--- config.mk ---
export PLATFORM = sky130hd
export DESIGN_NAME = ace_ccu_snoop_fanout
export DESIGN_NICKNAME = d
export VERILOG_FILES = /design/src/rtl/ace_ccu_snoop_fanout.sv
export SDC_FILE = /design/constraint.sdc
export NUM_CORES = 1
export LEC_CHECK = 0
export BUFFER_PORTS_ARGS = -buffer_cell sky130_fd_sc_hd__buf_2
export CELL_PAD_IN_SITES_DETAIL_PLACEMENT = 0
export CELL_PAD_IN_SITES_GLOBAL_PLACEMENT = 2
export CORE_AREA = 2 2 203 205
export DETAILED_ROUTE_END_ITERATION = 6
export DIE_AREA = 0 0 205 207
export GPL_TIMING_DRIVEN = 0
export PLACE_DENSITY = 0.72
export SLEW_MARGIN = 5
export SYNTH_ARGS = -nofsm -noshare
export SYNTH_HDL_FRONTEND = slang
export SYNTH_SLANG_ARGS = --single-unit
--- constraint.sdc ---
create_clock -name clk_i -period 2.6 [get_ports clk_i]
set_input_delay 0.52 -clock clk_i [delete_from_list [all_inputs] [get_ports clk_i]]
set_output_delay 0.52 -clock clk_i [all_outputs]
set_load 0.01 [all_outputs]
--- src/rtl/ace_ccu_snoop_fanout.sv ---
// Snoop fan-out for the CCU: broadcasts one AC to the masked caches, merges their CR
// responses, forwards the CD line of the lowest data-supplying cache and drains the rest.
module ace_ccu_snoop_fanout #(
    parameter int unsigned NoSnoopers  = 4,
    parameter int unsigned AddrWidth   = 64,
    parameter int unsigned CdDataWidth = 64
) (
    input  logic                              clk_i,
    input  logic                              rst_i,
    input  logic                              slv_ac_valid_i,
    output logic                              slv_ac_ready_o,
    input  logic [AddrWidth-1:0]              slv_ac_addr_i,
    input  logic [3:0]                        slv_ac_snoop_i,
    input  logic [2:0]                        slv_ac_prot_i,
    input  logic [NoSnoopers-1:0]             slv_ac_mask_i,
    output logic                              slv_cr_valid_o,
    input  logic                              slv_cr_ready_i,
    output logic [4:0]                        slv_cr_resp_o,
    output logic                              slv_cd_valid_o,
    input  logic                              slv_cd_ready_i,
    output logic [CdDataWidth-1:0]            slv_cd_data_o,
    output logic                              slv_cd_last_o,
    output logic [NoSnoopers-1:0]             mst_ac_valid_o,
    input  logic [NoSnoopers-1:0]             mst_ac_ready_i,
    output logic [AddrWidth-1:0]              mst_ac_addr_o,
    output logic [3:0]                        mst_ac_snoop_o,
    output logic [2:0]                        mst_ac_prot_o,
    input  logic [NoSnoopers-1:0]             mst_cr_valid_i,
    output logic [NoSnoopers-1:0]             mst_cr_ready_o,
    input  logic [5*NoSnoopers-1:0]           mst_cr_resp_i,
    input  logic [NoSnoopers-1:0]             mst_cd_valid_i,
    output logic [NoSnoopers-1:0]             mst_cd_ready_o,
    input  logic [CdDataWidth*NoSnoopers-1:0] mst_cd_data_i,
    input  logic [NoSnoopers-1:0]             mst_cd_last_i
);

    localparam int unsigned IdxWidth  = (NoSnoopers > 1) ? $clog2(NoSnoopers) : 1;
    localparam int unsigned RespWidth = 5;

    typedef enum logic [1:0] {IDLE, SNOOP, RESP, DATA} state_e;

    state_e                  state_q, state_d;
    logic [AddrWidth-1:0]    addr_q, addr_d;
    logic [3:0]              snoop_q, snoop_d;
    logic [2:0]              prot_q, prot_d;
    logic [NoSnoopers-1:0]   mask_q, mask_d;
    logic [NoSnoopers-1:0]   ac_valid_q, ac_valid_d;
    logic [NoSnoopers-1:0]   ac_done_q, ac_done_d;
    logic [NoSnoopers-1:0]   cr_done_q, cr_done_d;
    logic [NoSnoopers-1:0]   data_pend_q, data_pend_d;
    logic [RespWidth-1:0]    resp_q, resp_d;
    logic [IdxWidth-1:0]     src_q, src_d;
    logic [NoSnoopers-1:0]   cr_ready, cr_take;
    logic [NoSnoopers-1:0]   cd_ready, cd_last_take;

    always_ff @(posedge clk_i) begin
        if (rst_i) begin
            state_q     <= IDLE;
            addr_q      <= '0;
            snoop_q     <= '0;
            prot_q      <= '0;
            mask_q      <= '0;
            ac_valid_q  <= '0;
            ac_done_q   <= '0;
            cr_done_q   <= '0;
            data_pend_q <= '0;
            resp_q      <= '0;
            src_q       <= '0;
        end else begin
            state_q     <= state_d;
            addr_q      <= addr_d;
            snoop_q     <= snoop_d;
            prot_q      <= prot_d;
            mask_q      <= mask_d;
            ac_valid_q  <= ac_valid_d;
            ac_done_q   <= ac_done_d;
            cr_done_q   <= cr_done_d;
            data_pend_q <= data_pend_d;
            resp_q      <= resp_d;
            src_q       <= src_d;
        end
    end

    always_comb begin
        state_d        = state_q;
        addr_d         = addr_q;
        snoop_d        = snoop_q;
        prot_d         = prot_q;
        mask_d         = mask_q;
        ac_valid_d     = ac_valid_q;
        ac_done_d      = ac_done_q;
        cr_done_d      = cr_done_q;
        data_pend_d    = data_pend_q;
        resp_d         = resp_q;
        src_d          = src_q;
        cr_ready       = '0;
        cr_take        = '0;
        cd_ready       = '0;
        cd_last_take   = '0;
        slv_ac_ready_o = 1'b0;
        slv_cr_valid_o = 1'b0;
        slv_cd_valid_o = 1'b0;
        slv_cd_data_o  = '0;
        slv_cd_last_o  = 1'b0;

        case (state_q)
            IDLE: begin
                slv_ac_ready_o = ~rst_i;
                if (slv_ac_valid_i) begin
                    addr_d      = slv_ac_addr_i;
                    snoop_d     = slv_ac_snoop_i;
                    prot_d      = slv_ac_prot_i;
                    mask_d      = slv_ac_mask_i;
                    ac_done_d   = '0;
                    cr_done_d   = '0;
                    data_pend_d = '0;
                    resp_d      = '0;
                    if (slv_ac_mask_i != '0) begin
                        ac_valid_d = slv_ac_mask_i;
                        state_d    = SNOOP;
                    end else begin
                        state_d = RESP;
                    end
                end
            end
            SNOOP: begin
                ac_valid_d = ac_valid_q & ~mst_ac_ready_i;
                ac_done_d  = ac_done_q | (ac_valid_q & mst_ac_ready_i);
                // A cache's CR is only taken once its own AC has completed.
                cr_ready   = ac_done_q & ~cr_done_q;
                cr_take    = cr_ready & mst_cr_valid_i;
                for (int i = 0; i < int'(NoSnoopers); i++) begin
                    if (cr_take[i]) begin
                        resp_d = resp_d | mst_cr_resp_i[RespWidth*i +: RespWidth];
                        if (mst_cr_resp_i[RespWidth*i]) data_pend_d[i] = 1'b1;
                    end
                end
                cr_done_d = cr_done_q | cr_take;
                if (cr_done_d == mask_q) state_d = RESP;
            end
            RESP: begin
                slv_cr_valid_o = 1'b1;
                for (int i = int'(NoSnoopers) - 1; i >= 0; i--) begin
                    if (data_pend_q[i]) src_d = IdxWidth'(i);
                end
                if (slv_cr_ready_i) state_d = (data_pend_q == '0) ? IDLE : DATA;
            end
            DATA: begin
                // Source beats pass straight through; every other pending stream is drained.
                for (int i = 0; i < int'(NoSnoopers); i++) begin
                    if (src_q == IdxWidth'(i)) begin
                        slv_cd_valid_o = data_pend_q[i] & mst_cd_valid_i[i];
                        slv_cd_data_o  = mst_cd_data_i[CdDataWidth*i +: CdDataWidth];
                        slv_cd_last_o  = mst_cd_last_i[i];
                        cd_ready[i]    = data_pend_q[i] & slv_cd_ready_i;
                    end else begin
                        cd_ready[i] = data_pend_q[i];
                    end
                end
                cd_last_take = cd_ready & mst_cd_valid_i & mst_cd_last_i;
                data_pend_d  = data_pend_q & ~cd_last_take;
                if (data_pend_d == '0) state_d = IDLE;
            end
            default: state_d = IDLE;
        endcase
    end

    assign mst_cr_ready_o = cr_ready;
    assign mst_cd_ready_o = cd_ready;
    assign mst_ac_valid_o = ac_valid_q;
    assign mst_ac_addr_o  = addr_q;
    assign mst_ac_snoop_o = snoop_q;
    assign mst_ac_prot_o  = prot_q;
    assign slv_cr_resp_o  = resp_q;

endmodule

# Yosys cells after proc, flatten, opt, wreduce, memory -nomap -nowiden
# Index checks and enable logic that the tools add are counted.
# totals
regBits,100
out_inout_bits,156
# classes
n_eq_ne,20
n_mux,62
n_bitwise,25
reduce_logical,17
# ops
cell,n
$mux W64,5
$mux W5,8
$and A4 B4 Y4,7
$mux W1,28
$ne A2 B2 Y1 const B,13
$pmux W4 S2,3
$mux W2,10
$mux W4,5
$or A5 B5 Y5,4
$reduce_and A4 Y1,5
$not A4 Y4,3
$pmux W4 S3,1
$pmux W5 S2,1
$and A1 B1 Y1,8
$eq A2 B2 Y1 const B,4
$logic_not A4 Y1,2
$or A4 B4 Y4,2
$pmux W2 S4,1
$reduce_bool A4 Y1,2
$reduce_and A2 Y1,3
$eq A2 B1 Y1 const B,2
$eq A4 B4 Y1,1
$logic_not A2 Y1,2
$reduce_and A3 Y1,1
other kinds (3),3

# Depth between registers and ports, before layout
# Gate-level depths: netlist of run 1.
# depth
ltp_word,14
mapped_depth,9

# Worst setup path before layout of run 1
# No wires, ideal clock.
# synth_timing
kind,register to output
startpoint,register src_q[0]
endpoint,output port slv_cd_data_o[10]
arrival_ps,1528
setup_slack_ps,552
path_stages_with_launch,6
cell_sequence,dfxtp_1 -> buf_6 -> buf_4 -> buf_4 -> mux4_2 -> and2_1
# synth_between
elab_chain_cells,6
elab_cells_between_ends,9
cone_classes,eq/ne (3); mux (5); reduce/logical (1)
# synth_rtl
item,line_no,source
"start, declared",52,"logic [IdxWidth-1:0] src_q, src_d;"
"start signal, assigned",80,src_q <= src_d;
$logic_not A2 Y1,151,if (src_q == IdxWidth'(i)) begin
$mux W64 (3 in a row),151,
$mux W64 (*),151,
$mux W64 (*),106,case (state_q)
"end, declared",21,"output logic [CdDataWidth-1:0] slv_cd_data_o,"
# Mark *: on every way between the ends. The rest lies on a longest branch, timed or not.

# Worst setup path in the final report of run 1
# layout_timing
startpoint,register src_q[0]
endpoint,output port slv_cd_data_o[4]
# The elaborated chain is that of the path after synthesis.

==> impl_results.md, run 1 <==
* CP required at 2080 ps
* Post-synth EDFFs at 0
* Skew-Pair Late Insertion Delay at approximately 360 ps
* Io pins at between 500 and 600
* Share of layout cells above drive strength 1 at 0.5369
* Seq cells post-synth at 100
* TritonRoute pass-1 iters at 5
* First-pass GRT wire length at 52240 um
* # rows at 74
* Sequential share of the synthesized area at 0.3350
* Power density cells at about 670 nW/um2
* # hold bufs at CTS at 0
* Final HPWL DP at between 30000 and 40000 um
* Status: finished, final reports clean
* RSZ-0062 raised after global routing: yes
* Commonest non-fill, non-tap cell in the layout: buf_2
* CTS buffer count at 9
* Final Util at 0.2420
* Die Y at 207 um
* Final Instance Area at around 9800 um2
* ANT nets after route at 0
* Commonest cells after routing, fill and taps aside: 542 x buf_2, 173 x nand2_1, 100 x dfxtp_1, 98 x a21oi_1, 65 x mux4_2
* Ys Warns at 0
* Area of the multi-input gates at roughly 3700 um2
* Relative slew slack at 0.3113
* Mapped cell area at 5976 um2
* Final setup vio count at 0
* FILL cells at 4649
* DIE WIDTH at between 200 and 250 um
* GR Overflow Total at 0
* Starting Density at 0.1480
* Root buffer cell: clkbuf_16
* Max FO, Critical Path at 10
* Leakage at around 4.6 nW
* Final hold vios at 0
* Largest net degree at the start of global routing at 17
* CP max stage delay at a little over 500 ps
* CTS tree: done
* CP Data Arrival Time at roughly 2000 ps
* Mean post-synth cell area at about 9 um2
* Worst hold path class: in2reg
* DR top layer: met5
* Routed met3 length at roughly 3600 um
* Worst-Margin Slew at a little over 1000 ps
* First DRT Iteration DRCs at about 360
* Input/output buffers at 526
* DR WL met2 at around 20000 um
* Crit. End Element: output port
* Yosys top cell area share at 0.3350
* Cells taking the most area after synthesis: dfxtp_1 34%, mux4_2 24%, nand2_1 11%
* Final Cycle Share at 0.9724
* WL final at 38160 um
* Synth cell types at 44
* Std-Cell Core Area at between 40000 and 50000 um2
* Cells after synthesis at between 600 and 700
* Slew Limit Fails at 0
* CP max-delay cell: mux4_2
* Area grow syn2layout at 63.46%
* Via count at between 7000 and 8000
* Antenna violations before repair at 28
* GPL Wtd Cong at between 0.9 and 1
* Power consumption at roughly 0.0065 W
* Clock transition at the registers of the reported paths at ~80 ps
* Placed instance area at roughly 9300 um2
* Critical path's top delay family: buffers and inverters
* Met1 WL at between 10000 and 15000 um
* Maximum buffer depth of the clock tree at 2
* Drt via density at roughly 4.3
* Die footprint at between 40000 and 50000 um2
* Worst vdd ir at around 330 uV
* Routed wire length per instance at 21.64 um
* CP cell instances: buf_6 > buf_12 > clkbuf_16 > mux4_2 > and2_1 > buf_2
* Fmax achieved at 395.6 MHz
* Worst Path Buf+Inv at 4
* Top FF cell, synth: dfxtp_1
* Critical path class: reg2out
* Worst Skew at 11.55 ps
* Htree depth at 3
* GRT Util Overall at 0.1707
* Startpoint Class: flip-flop
* Nets at 1591
* Number of global-route vias before repair at 7709
* Fin crit period at roughly 2500 ps
* Synth area leader: dfxtp_1
* DRC viols at 0
* Max-cap viol count at 0
* Async SR Flop Fraction at 0
* # clock sinks at 100
* Syn_nets at 1045
* Sequential Area at approximately 2000 um2
-- cells in the mapped netlist, types with 5 or more instances --
cell      number
a22oi_1        8
mux4_2        65
nor3b_1        5
nor2_1        27
a21oi_1       98
dfxtp_1      100
clkbuf_1      29
buf_1          6
a31oi_1        9
inv_1          5
and2_1        67
buf_2         18
nand2_1      173
-- routing by layer --
metal  up-vias  track usage
li1       3477            -
met1      3613       0.1722
met2       385       0.3237
met3        72      0.05664
met4        14      0.05755
met5         -            0
-- registers in the layout (all words and copies together), names as in the netlist --
signal / cells
ac_done_q: 4
cr_done_q: 4
data_pend_q: 4
mask_q: 4
mst_ac_addr_o: 64
mst_ac_prot_o: 3
mst_ac_snoop_o: 4
mst_ac_valid_o: 4
slv_cr_resp_o: 5
src_q: 2
state_q: 2
-- what timing repair did --
action,CTS,global route
gates resized for setup,19,24
cloned,0,1
setup endpoints to repair,69,55
buffers inserted,0,8
-- report_power, final --
| part | leakage (nW) | internal [W] | switching [W] | total (W) |
|---|---|---|---|---|
| registers | 0.818 | 0.00181 | 0.000186 | 0.00199 |
| clock network | 0.144 | 0.000754 | 0.000633 | 0.00139 |
| logic | 3.69 | 0.00136 | 0.00180 | 0.00316 |
-- kinds of logic (layout without fill, tap and decap cells) --
logic type / after synthesis / count (layout) / synth area share
compound gates: 140 / 140 / 0.1346
simple gates: 293 / 293 / 0.2247
flops: 100 / 100 / 0.3350
buf+inv: 63 / 614 / 0.04648
fa+ha+maj: 4 / 4 / 0.008376
mux: 65 / 65 / 0.2450
other cells: 0 / 11 / 0
xor+xnor: 4 / 4 / 0.005862
-- path summary, 6_finish.rpt --
| check | from | endpoint | slack [ps] | cells after the start |
|---|---|---|---|---|
| max | src_q[0] | slv_cd_data_o[4] | 70 | 6 |
| min | slv_ac_addr_i[55] | mst_ac_addr_o[55] | 390 | 3 |
| max reg2reg | state_q[0] | mst_ac_addr_o[20] | 370 | 8 |
| min reg2reg | mst_ac_addr_o[16] | mst_ac_addr_o[16] | 450 | 2 |
-- layout make-up --
type                            count  area share
Antenna cell                       11    0.002818
Tap cell                          532     0.06814
Buffer                             57     0.03420
Clock inverter                      5    0.006276
Inverter                            6    0.002434
Clock buffer                       11     0.02382
Timing Repair Buffer              535      0.2782
Multi-Input combinational cell    506      0.3791
Sequential cell                   100      0.2049
-- worst reg2reg max path, cell delays in order, from the launching register on --
cell and delay, ps:
dfxtp_1 400, inv_1 90, ha_1 210, buf_2 180, nand2_1 220, buf_2 340
buf_1 460, nand2_1 120, a21oi_1 150
-- metrics by stage --
stage                     setup TNS [ps]  cells  hold slack [ps]  setup slack, ps
after floorplan                        0    669            448.8            552.2
final                                  0   1763            392.8            71.87
after CTS                          -1292   1743            369.5           -88.42
after global placement            -527.1   1727            439.1           -82.66
after detailed placement          -728.5   1727            444.3           -102.9
after global routing              -14.79   1758            369.6           -8.291
No activity file was read; power rests on OpenSTA's default activity.
==> inputs of run 2 (changes only) <==
--- a/config.mk
+++ b/config.mk
@@ -8,11 +8,11 @@
 export BUFFER_PORTS_ARGS = -buffer_cell sky130_fd_sc_hd__buf_2
 export CELL_PAD_IN_SITES_DETAIL_PLACEMENT = 0
 export CELL_PAD_IN_SITES_GLOBAL_PLACEMENT = 2
-export CORE_AREA = 2 2 203 205
+export CORE_AREA = 2 2 204 206
 export DETAILED_ROUTE_END_ITERATION = 6
-export DIE_AREA = 0 0 205 207
+export DIE_AREA = 0 0 206 208
 export GPL_TIMING_DRIVEN = 0
-export PLACE_DENSITY = 0.72
+export PLACE_DENSITY = 0.71
 export SLEW_MARGIN = 5
 export SYNTH_ARGS = -nofsm -noshare
 export SYNTH_HDL_FRONTEND = slang
==> constraint.sdc (replaced) <==
create_clock -name clk_i -period 3 [get_ports clk_i]
set_input_delay 0.6 -clock clk_i [delete_from_list [all_inputs] [get_ports clk_i]]
set_output_delay 0.6 -clock clk_i [all_outputs]
set_load 0.01 [all_outputs]
==> run 2 against run 1 <==
Worst hold slack improved by 60 ps. Setup slack improved by 22 ps. Sequential power decreased by 13%. Clock skew decreased by 4.0 ps. Utilization decreased by 0.57 points. Non-clock buffer count decreased by 9. Critical path depth unchanged. Cell area decreased by 1.9%. Largest power group unchanged.
==> impl_results.md, run 2 (synthesis results as in run 1) <==
* Std-Cell Core Area at 40550 um2 (was 40370 um2)
* Die Y at 208 um (was 207 um)
* Drt via density at 4.260 (was 4.289)
* Post-Place Setup Slack at 207.2 ps (was -102.9 ps)
* Input/output buffers at 526 (unchanged)
* GR Overflow Total at 0 (unchanged)
* Critical path class: reg2out (unchanged)
* First DRT Iteration DRCs at 400 (was 363)
* Worst Setup SP: src_q[0] (unchanged)
* Commonest non-fill, non-tap cell in the layout: buf_2 (unchanged)
* Final WS setup at 94.02 ps (was 71.87 ps)
* CTS tree: done (unchanged)
* Commonest cells after routing, fill and taps aside: 545 x buf_2, 173 x nand2_1, 100 x dfxtp_1, 98 x a21oi_1, 67 x and2_1 (was 542 x buf_2, 173 x nand2_1, 100 x dfxtp_1, 98 x a21oi_1, 65 x mux4_2)
* Routed met3 length at 3681 um (was 3576 um)
* Number of global-route vias before repair at 7644 (was 7709)
* Met1 WL at 15770 um (was 13390 um)
* Die footprint at 42850 um2 (was 42440 um2)
* Worst hold path class: reg2reg (was in2reg)
* FILL cells at 4608 (was 4649)
* Via count at 7467 (was 7561)
* Worst hold slack at 452.3 ps (was 392.8 ps)
* # clock sinks at 100 (unchanged)
* R2R Path End: cr_done_q[2] (was mst_ac_addr_o[20])
* Root buffer cell: clkbuf_16 (unchanged)
* Combinational power share at 0.484 (was 0.483)
* Int Pwr at 0.003258 W (was 0.003921 W)
* Final HPWL DP at 34520 um (was 32500 um)
* Status: finished, final reports clean (unchanged)
* Largest net degree at the start of global routing at 16 (was 17)
* TritonRoute pass-1 iters at 4 (was 5)
* Routed wire length per instance at 22.90 um (was 21.64 um)
* Max FO, Critical Path at 10 (unchanged)
* Slew Limit Fails at 0 (unchanged)
* # hold bufs at CTS at 0 (unchanged)
* CP required at 2400 ps (was 2080 ps)
* CTS buffer count at 9 (unchanged)
* Share of layout cells above drive strength 1 at 0.5244 (was 0.5369)
* Fin crit period at between 2000 and 3000 ps
* Area of the multi-input gates at 3696 um2 (was 3704 um2)
* Power density cells at 578.8 nW/um2 (was 669.2 nW/um2)
* WL final at 40140 um (was 38160 um)
* ANT nets after route at 0 (unchanged)
* Antenna violations before repair at 25 (was 28)
* CP Capture Point: slv_cd_data_o[20] (was slv_cd_data_o[4])
* Leakage at 4.540 nW (was 4.649 nW)
* Sequential power share at 0.311 (was 0.305)
* Startpoint Class: flip-flop (unchanged)
* Setup tns final at 0 ps (unchanged)
* Sw Ratio at 0.4126 (was 0.4002)
* DR WL met2 at 19900 um (was 19890 um)
* GPL Wtd Cong at 0.9353 (was 0.9041)
* First-pass GRT wire length at 53790 um (was 52240 um)
* R2R Path Start: state_q[1] (was state_q[0])
* Relative slew slack at 0.3369 (was 0.3113)
* GRT Util Overall at 0.1783 (was 0.1707)
* Nets at 1582 (was 1591)
* Sequential Area at 2002 um2 (unchanged)
* CP Data Arrival Time at 2310 ps (was 2010 ps)
* Starting Density at 0.1474 (was 0.1480)
* Worst Reg-to-Reg Cells at 8 (unchanged)
* Crit. End Element: output port (unchanged)
* Final hold vios at 0 (unchanged)
* RSZ-0062 raised after global routing: no (was yes)
* DR top layer: met5 (unchanged)
* Final Cycle Share at 0.9687
* Worst-Margin Slew at 981.8 ps (was 1020 ps)
* Worst Skew at 7.580 ps (was 11.55 ps)
* Max reg flops at 64 (unchanged)
* Final setup vio count at 0 (unchanged)
* Io pins at 528 (unchanged)
* DRC viols at 0 (unchanged)
* Worst vdd ir at 260.0 uV (was 332.4 uV)
* Clock share of power at 0.205 (was 0.212)
* # rows at 74 (unchanged)
* Maximum buffer depth of the clock tree at 2 (unchanged)
* DIE WIDTH at 206 um (was 205 um)
* Register-to-Register Setup Slack at 800 ps (was 370 ps)
* Area grow syn2layout at 60.34% (was 63.46%)
* Skew-Pair Late Insertion Delay at 350 ps (was 360 ps)
* Clock transition at the registers of the reported paths at 70 ps (was 80 ps)
* P_sw at 0.002288 W (was 0.002616 W)
* Htree depth at 3 (unchanged)
* Max-cap viol count at 0 (unchanged)
* Fmax achieved at about 340 MHz
## run 2: per-stage QoR
stage	util	total power, W	instance area (um2)	instances
finish	0.2363	0.005545	9582	1753
detailed placement	0.2287	0.004480	9274	1727
CTS	0.2357	0.005658	9557	1743
global placement	0.2287	0.004482	9274	1727
global route	0.2361	0.005932	9574	1750
floorplan	-	0.003276	5976	669
## run 2: cell type report
type,count,share of cell area
plain buffers,57,0.02781
clock buffers,12,0.02572
diodes,10,0.002612
flip-flops and latches,100,0.2089
well taps,532,0.06947
clock inverters,4,0.002612
inverters,6,0.002350
repair buffers,526,0.2747
multi-input cells,506,0.3857
## run 2: worst min path at each step
stage                           start                 to  slack, ps  cells after the start
floorplan                   mask_q[0]          mask_q[0]        450                      2
global placement    mst_ac_addr_o[42]  mst_ac_addr_o[42]        440                      2
detailed placement  mst_ac_addr_o[52]  mst_ac_addr_o[52]        450                      2
CTS                 slv_ac_addr_i[40]  mst_ac_addr_o[40]        450                      3
global route        slv_ac_addr_i[40]  mst_ac_addr_o[40]        460                      3
finish              mst_ac_addr_o[52]  mst_ac_addr_o[52]        450                      2
## run 2: metal layers
metal,vias up,track usage
li1,3451,-
met5,-,0
met3,48,0.05529
met1,3594,0.2043
met2,366,0.3115
met4,8,0.05961
## run 2: timing repair
action	in CTS	in global routing
setup buffers	0	0
endpoints found under the setup margin	22	0
gates resized for setup	6	0
## run 2: worst max-delay path, cell delays in order, from the launching register on
cell and delay, ps:
dfxtp_1 330, buf_6 150, buf_4 240, buf_4 270
mux4_2 570, and2_1 240, buf_2 160
## run 2: power by group through the flow
stage	clock network, W	logic (W)	registers, W
floorplan	0	0.00147	0.00181
detailed placement	0	0.00272	0.00176
global placement	0	0.00273	0.00175
finish	0.00113	0.00269	0.00173
CTS	0.00118	0.00275	0.00173
global route	0.00122	0.00296	0.00175
==> inputs of run 3 (changes only) <==
==> constraint.sdc (replaced) <==
create_clock -name clk_i -period 3 [get_ports clk_i]
set_input_delay 0.3 -clock clk_i [delete_from_list [all_inputs] [get_ports clk_i]]
set_output_delay 0.3 -clock clk_i [all_outputs]
set_load 0.01 [all_outputs]
==> run 3 against run 2 <==
Clock skew increased by 0.83 ps. Worst hold slack got worse by 280 ps. Setup slack improved by 79 ps. Sequential cell count unchanged. Routed wire length about the same. Sequential share of layout area about the same. Critical path depth decreased by 1. Clock power about the same. Highest routed layer unchanged.
==> impl_results.md, run 3 (synthesis results as in run 1) <==
* WL final at 40160 um (was 40140 um)
* Die footprint at 42850 um2 (unchanged)
* Slew Limit Fails at 0 (unchanged)
* GR Overflow Total at 0 (unchanged)
* Worst hold slack at 173.6 ps (was 452.3 ps)
* Root buffer cell: clkbuf_16 (unchanged)
* P_sw at 0.002288 W (about the same)
* CTS tree: done (unchanged)
* Leakage at 4.523 nW (was 4.540 nW)
* Starting Density at 0.1474 (unchanged)
* Cell mode on critical path: buf_2 (was buf_4)
* Max reg flops at 64 (unchanged)
* GRT Util Overall at 0.1783 (unchanged)
* DRC viols at 0 (unchanged)
* Input/output buffers at 526 (unchanged)
* Area grow syn2layout at 60.15% (was 60.34%)
* GPL Wtd Cong at 0.9353 (unchanged)
* Crit. End Element: output port (unchanged)
* Clock share of power at 0.205 (about the same)
* Setup tns final at 0 ps (unchanged)
* Sequential power share at 0.311 (about the same)
* Post-Place Setup Slack at 507.2 ps (was 207.2 ps)
* Worst Path Buf+Inv at 3 (was 4)
* Final setup vio count at 0 (unchanged)
* RSZ-0062 raised after global routing: no (unchanged)
* Worst Skew at 8.414 ps (was 7.580 ps)
* Share of layout cells above drive strength 1 at 0.5211 (was 0.5244)
* Sw Ratio at 0.4129 (was 0.4126)
* Final hold vios at 0 (unchanged)
* Power density cells at 579.1 nW/um2 (was 578.8 nW/um2)
* Routed wire length per instance at 22.91 um (was 22.90 um)
* First-pass GRT wire length at 53790 um (unchanged)
* Nets at 1582 (unchanged)
* Final Cycle Share at 0.9423 (was 0.9687)
* Max FO, Critical Path at 10 (unchanged)
* Io pins at 528 (unchanged)
* First DRT Iteration DRCs at 401 (was 400)
* CTS buffer count at 9 (unchanged)
* Worst-Margin Slew at 974.5 ps (was 981.8 ps)
* Int Pwr at 0.003253 W (was 0.003258 W)
* Final HPWL DP at 34520 um (unchanged)
* Worst hold path class: in2reg (was reg2reg)
* Final Util at 0.2360 (was 0.2363)
* CP Data Arrival Time at 2530 ps (was 2310 ps)
* Number of global-route vias before repair at 7644 (unchanged)
* CP required at 2700 ps (was 2400 ps)
* Clock transition at the registers of the reported paths at 70 ps (about the same)
* Fin crit period at 2827 ps (was 2906 ps)
* Critical path's top delay family: buffers and inverters (unchanged)
* Drt via density at 4.248 (was 4.260)
* ANT nets after route at 0 (unchanged)
* Die Y at 208 um (unchanged)
* Antenna violations before repair at 25 (unchanged)
* # clock sinks at 100 (unchanged)
* TritonRoute pass-1 iters at 4 (unchanged)
* Commonest non-fill, non-tap cell in the layout: buf_2 (unchanged)
* Maximum buffer depth of the clock tree at 2 (unchanged)
* Placed cell count at 1727 (unchanged)
* Postcts setup bufs at 0 (unchanged)
* Relative slew slack at 0.3418 (was 0.3369)
* # hold bufs at CTS at 0 (unchanged)
* Skew-Pair Late Insertion Delay at 360 ps (was 350 ps)
* Commonest cells after routing, fill and taps aside: 544 x buf_2, 173 x nand2_1, 100 x dfxtp_1, 98 x a21oi_1, 67 x and2_1 (was 545 x buf_2, 173 x nand2_1, 100 x dfxtp_1, 98 x a21oi_1, 67 x and2_1)
* Max-cap viol count at 0 (unchanged)
* DIE WIDTH at 206 um (unchanged)
* CP cell instances: buf_2 > clkbuf_1 > mux4_2 > and2_1 > buf_2 (was buf_6 > buf_4 > buf_4 > mux4_2 > and2_1 > buf_2)
* CP max stage delay at 660 ps (was 570 ps)
* Worst vdd ir at 260.1 uV (was 260.0 uV)
* Largest net degree at the start of global routing at 16 (unchanged)
* Critical path class: reg2out (unchanged)
* Cts repair resizes at 0 (was 6)
* Fmax achieved at 353.7 MHz (was 344.1 MHz)
* Cell Count, Final, Fillers Out at 1753 (unchanged)
* Final WS setup at 173.0 ps (was 94.02 ps)
* # rows at 74 (unchanged)
* Combinational power share at 0.484 (about the same)
* Htree depth at 3 (unchanged)
* Status: finished, final reports clean (unchanged)
* CP max-delay cell: clkbuf_1 (was mux4_2)
* Startpoint Class: flip-flop (unchanged)
* Std-Cell Core Area at 40550 um2 (unchanged)
* Via count at 7447 (was 7467)
==> run 3: through the flow <==
stage | total power, W | area, um2
finish | 0.005542 | 9570
floorplan | 0.003276 | 5976
global placement | 0.004482 | 9274
global route | 0.005927 | 9563
CTS | 0.005654 | 9545
detailed placement | 0.004480 | 9274
==> run 3: worst register-to-register path, stage by stage, from the launching register on <==
cell      delay, ps
dfxtp_1         330
inv_1           100
ha_1            170
buf_2           200
nand2_1         200
nor2_1          340
or2_2           240
clkbuf_1        390
nor2_1          110
==> run 3: worst paths after layout <==
check / from / end / slack (ps) / cells after the start
min: slv_ac_addr_i[7] / mst_ac_addr_o[7] / 170 / 3
min reg2reg: mst_ac_addr_o[52] / mst_ac_addr_o[52] / 450 / 2
max reg2reg: state_q[1] / cr_done_q[2] / 800 / 8
max: src_q[1] / slv_cd_data_o[4] / 170 / 5
==> run 3: final cells by class <==
| type | count | area [um2] |
|---|---|---|
| fillers | 4611 | 30980 |
| multi-input cells | 506 | 3696 |
| repair buffers | 526 | 2633 |
| flip-flops and latches | 100 | 2002 |
| well taps | 532 | 665.6 |
| plain buffers | 57 | 255.2 |
| clock buffers | 12 | 246.5 |
| clock inverters | 4 | 25.02 |
| diodes | 10 | 25.02 |
| inverters | 6 | 22.52 |
==> run 3: power groups by stage <==
stage          Sequential [W]  Combinational, W  Clock (W)
5_1_grt               0.00175           0.00295    0.00122
4_1_cts               0.00173           0.00275    0.00118
3_5_place_dp          0.00176           0.00272          0
6_report              0.00173           0.00268    0.00114
2_1_floorplan         0.00181           0.00147          0
3_3_place_gp          0.00175           0.00273          0
==> run 3: metal layers <==
metal	vias to the layer above	part of all wire	wire length [um]	track usage
met1	3579	0.39	15800	0.2043
met5	-	0.0014	58	0
li1	3448	-	-	-
met2	364	0.50	19920	0.3115
met4	8	0.018	741	0.05961
met3	48	0.091	3649	0.05529
